`src/rtl/data_mem_arbiter.sv`:
```
// Two-port round-robin arbiter for a shared single-port data memory; fixed 3-cycle access.
// Optional DMARB_ADDR_CHECK_EN: out-of-range addresses are blocked and acked with an error.
module data_mem_arbiter #(
  parameter int DW    = 32,
  parameter int DEPTH = 64
) (
  input  logic          clk,
  input  logic          rst,
  input  logic          p0_req,
  input  logic          p0_we,
  input  logic [DW-1:0] p0_addr,
  input  logic [DW-1:0] p0_wd,
  output logic          p0_ack,
  output logic [DW-1:0] p0_rd,
  output logic          p0_err,
  input  logic          p1_req,
  input  logic          p1_we,
  input  logic [DW-1:0] p1_addr,
  input  logic [DW-1:0] p1_wd,
  output logic          p1_ack,
  output logic [DW-1:0] p1_rd,
  output logic          p1_err,
  output logic          mem_we,
  output logic [DW-1:0] mem_a,
  output logic [DW-1:0] mem_wd,
  input  logic [DW-1:0] mem_rd,
  output logic          busy
);

  typedef enum logic [1:0] {IDLE, ACCESS, RESP} state_t;

  typedef struct packed {
    logic          we;
    logic [DW-1:0] addr;
    logic [DW-1:0] wd;
  } req_t;

  state_t        state, nxt;
  req_t          lat, sel;
  logic          gnt, gnt_nxt, last, req_any, addr_bad;
  logic [DW-1:0] rsp;

`ifdef DMARB_ADDR_CHECK_EN
  localparam logic [DW-1:0] DEPTH_W = DW'(DEPTH);
  logic rsp_err;
  assign addr_bad = (lat.addr >= DEPTH_W);
`else
  assign addr_bad = 1'b0;
`endif

  // Contention goes to the port not served last; a lone requester always wins.
  assign req_any = p0_req | p1_req;
  assign gnt_nxt = (p0_req & p1_req) ? ~last : p1_req;
  assign sel     = gnt_nxt ? req_t'{p1_we, p1_addr, p1_wd} : req_t'{p0_we, p0_addr, p0_wd};

  always_ff @(posedge clk) begin
    if (rst) begin
      state <= IDLE;
      lat   <= '0;
      gnt   <= 1'b0;
      last  <= 1'b1;
      rsp   <= '0;
`ifdef DMARB_ADDR_CHECK_EN
      rsp_err <= 1'b0;
`endif
    end else begin
      state <= nxt;
      case (state)
        IDLE: if (req_any) begin
          lat  <= sel;
          gnt  <= gnt_nxt;
          last <= gnt_nxt;
        end
        ACCESS: begin
          // mem_rd still shows the pre-write word during a store, so stores return the data written.
          rsp <= addr_bad ? '0 : (lat.we ? lat.wd : mem_rd);
`ifdef DMARB_ADDR_CHECK_EN
          rsp_err <= addr_bad;
`endif
        end
        default: ;
      endcase
    end
  end

  always_comb begin
    nxt    = state;
    mem_we = 1'b0;
    mem_a  = '0;
    mem_wd = '0;
    p0_ack = 1'b0;
    p0_rd  = '0;
    p0_err = 1'b0;
    p1_ack = 1'b0;
    p1_rd  = '0;
    p1_err = 1'b0;
    case (state)
      IDLE: if (req_any) nxt = ACCESS;
      ACCESS: begin
        nxt    = RESP;
        mem_we = lat.we & ~addr_bad;
        mem_a  = addr_bad ? '0 : lat.addr;
        mem_wd = lat.wd;
      end
      RESP: begin
        nxt    = IDLE;
        p0_ack = ~gnt;
        p1_ack = gnt;
        p0_rd  = gnt ? '0 : rsp;
        p1_rd  = gnt ? rsp : '0;
`ifdef DMARB_ADDR_CHECK_EN
        p0_err = ~gnt & rsp_err;
        p1_err = gnt & rsp_err;
`endif
      end
      default: nxt = IDLE;
    endcase
  end

  assign busy = (state != IDLE);

endmodule

```
`config.mk`:
```
export PLATFORM = sky130hd
export DESIGN_NAME = data_mem_arbiter
export DESIGN_NICKNAME = d
export VERILOG_FILES = /design/src/rtl/data_mem_arbiter.sv
export SDC_FILE = /design/constraint.sdc
export NUM_CORES = 1
export LEC_CHECK = 0
export CAP_MARGIN = 5
export CORE_MARGIN = 2
export CORE_UTILIZATION = 42
export CTS_CLUSTER_DIAMETER = 80
export DETAILED_ROUTE_END_ITERATION = 12
export MAX_ROUTING_LAYER = met4
export PLACE_DENSITY = 0.9
export SYNTH_ARGS = -nofsm -noshare
export SYNTH_HDL_FRONTEND = slang
export SYNTH_SLANG_ARGS = --single-unit
export TNS_END_PERCENT = 1
```
`constraint.sdc`:
```
create_clock -name clk -period 4.2 [get_ports clk]
set_clock_uncertainty 0.05 [all_clocks]
set_input_delay 1.26 -clock clk [delete_from_list [all_inputs] [get_ports clk]]
set_output_delay 1.26 -clock clk [all_outputs]
set_load 0.02 [all_outputs]
```
==> results.yml <==
route:
  drt-pass1-iter-count: 5
  route.detailed.drc: 0
  wl_met3_um: 1150
  ant_nets: 0
  maxUsedRoutingLayer: "met4"
  drt_iter0_markers: 415
  wl_met2_um: 9160
  viasPerCell: 5.36
  vias: 5906
  drt-total-wl_um: 18600
  wl_per_cell_um: 16.9
  wl_met1_um: 7500
pwr:
  power_mw: 2.70
  vdd_drop_max_mv: 0.259
  leakage_nw: 3.23
  pwr_density_cell_mw_per_mm2: 312
cells_and_area:
  n_antenna_cell: 0
  final_core_util_pct: 68.9
  areaGrowthSynthToFinish_pct: 61.0
  mostFrequentLayoutCells: "296 x clkdlybuf4s50_1, 132 x nand2_1, 129 x and2_1"
  final_common_cell: "clkdlybuf4s50_1"
  fill_cells: 1019
  drive_gt1_share_pct: 3.98
  nets: 1091
sta:
  rsz0062_at_grt: "no"
  finalCritPeriodShare_pct: 86.2
  max_slew_margin_pct: 27.3
  finalSetupViolations: 0
  final_hold_viol_count: 0
  fmax_mhz: 276
  slew_violations: 0
  worst_pin_slew_ns: 1.09
  final.min_clock_period_ns: 3.62
  finalWorstSetupSlack_ns: 0.581
  hold_slack_ns: 0.452
  finalSetupTns_ns: 0
clocking:
  clk_pin_slew_ns: 0.07
  htreeDepth: 3
  clock-sinks: 101
  post_cts_buffers: 0
  holdBufCountCts: 0
  postCtsResizedCells: 0
  cts_tree: "yes"
  clock-root-buffer: "clkbuf_16"
  clock_latency_ns: 0.34
  cts_inserted_buffers: 9
  clk_path_buf_depth: 2
yosys:
  netlist_instances: 677
  synthTopCellsByArea: "dfxtp_1 38%, and2_1 15%, a311oi_1 11%, nand2_1 9.2%, a21oi_1 6.1%"
  ys_seq_elements: 101
  post-synth-top-area-cell: "dfxtp_1"
  async_reset_ff_share_pct: 0
  ys_types: 25
  avgSynthCellArea_um2: 7.94
  yosysTopAreaCellShare_pct: 37.6
  synth-edff-count: 0
  seq_area_frac_synth_pct: 37.6
  ys_warn_count: 0
  synth_flop_cell: "dfxtp_1"
  netlist_area_mm2: 0.00537
grt:
  grt_usage_pct: 27.2
  grt_pass1_wl_um: 28400
  grt_overflow: 0
  antenna_found_initial: 0
  grt_pass1_vias: 5668
  grt_max_degree: 131
floorplan:
  core_mm2: 0.0126
  die_y_um: 117
  die_area_mm2: 0.0137
  rows: 41
  top_level_ports: 300
  start_util_pct: 42.8
  die_x_um: 117
hold_path:
  hp-start: "rsp[13]$_SDFFE_PP0N_"
  hp-class: "flip-flop to flip-flop"
  hold_depth: 2
  hold_end: "rsp[13]$_SDFFE_PP0N_"
setup_path:
  r2r_end: "lat[8]$_SDFFE_PP0P_"
  crit_path_start_kind: "flip-flop"
  worstSetupPathType: "flip-flop to output port"
  regToRegSetupSlack_ns: 2.29
  cp-end-kind: "output port"
  critPathArrivalTime_ns: 2.31
  r2r_start: "last$_SDFFE_PP1P_"
  reg2regPathDepth: 4
  cp.required_ns: 2.89
  cp_max_fo: 130
run_status:
  outcome: "finished, final reports clean"
placed_design:
  hpwl_um: 12800
  pre_cts_slack_ns: 0.850
  io_buffers: 297
  gp_congestion: 0.865
job:
  maxCapViolCount: 0
-- where the power goes --
| part | internal, mW | leakage [nW] | switching, mW | total (mW) |
|---|---|---|---|---|
| logic | 0.358 | 2.24 | 0.352 | 0.710 |
| registers | 1.07 | 0.837 | 0.0733 | 1.14 |
| clock network | 0.478 | 0.149 | 0.370 | 0.848 |
-- worst max-delay path by stage --
stage                                      end  depth (start not counted)                   from  slack (ns)
after floorplan                      p0_rd[20]                          3  state[1]$_SDFFE_PP0P_        1.60
after global placement    lat[54]$_SDFFE_PP0P_                          5                 p1_req        0.95
after detailed placement  lat[47]$_SDFFE_PP0P_                          5                 p1_req        0.85
after CTS                            mem_a[16]                          4  state[0]$_SDFFE_PP0P_        0.62
after global routing                mem_wd[14]                          4  state[0]$_SDFFE_PP0P_        0.54
final                                mem_a[16]                          4  state[0]$_SDFFE_PP0P_        0.58
-- synthesized netlist by cell type (all sizes together) (2+ instances only) --
cell type and n:
dfxtp 101, buf 45, nor2b 2, a211oi 32, clkbuf 27, and2 129
a21oi 66, mux2i 32, nand2 132, nor2 35, a311oi 65
-- flip-flops by register name, summed over array words and instances (netlist names) --
| name | count |
|---|---|
| gnt | 1 |
| state | 2 |
| lat | 65 |
| last | 1 |
| rsp | 32 |
-- layout make-up --
cell class	instances	area (um2)	share of cell area, %
clock buffers	10	239	2.76
multi-input cells	504	3020	34.9
inverters	1	3.75	0.0434
flip-flops and latches	101	2020	23.4
repair buffers	308	3090	35.7
well taps	172	215	2.49
clock inverters	6	61.3	0.708
-- routing by layer --
| layer | vias up | GRT usage [%] |
|---|---|---|
| met2 | 277 | 45.2 |
| met4 | 0 | 14.0 |
| met3 | 61 | 4.27 |
| li1 | 2848 | - |
| met5 | - | - |
| met1 | 2720 | 31.9 |
-- through the flow --
stage                     cells  area (um2)
after floorplan             678        5380
after global placement     1086        8350
after detailed placement   1086        8350
after CTS                  1102        8650
after global routing       1102        8650
final                      1102        8650
-- worst max-delay path, stage by stage (launching register included) --
cell	delay, ns
dfxtp_1	0.45
and2b_4	0.20
buf_12	0.31
and2_1	0.25
clkdlybuf4s50_1	0.61
-- cells by family (layout without fill, tap and decap cells) --
kind of cell / after synthesis / count (layout) / share of synthesized area [%]
simple gates: 303 / 303 / 27.8
flops: 101 / 101 / 37.6
mux: 32 / 32 / 5.96
other cells: 1 / 2 / 0.0698
buf+inv: 73 / 325 / 6.66
compound gates: 167 / 167 / 21.9
Power figures use the tool's default switching activity.
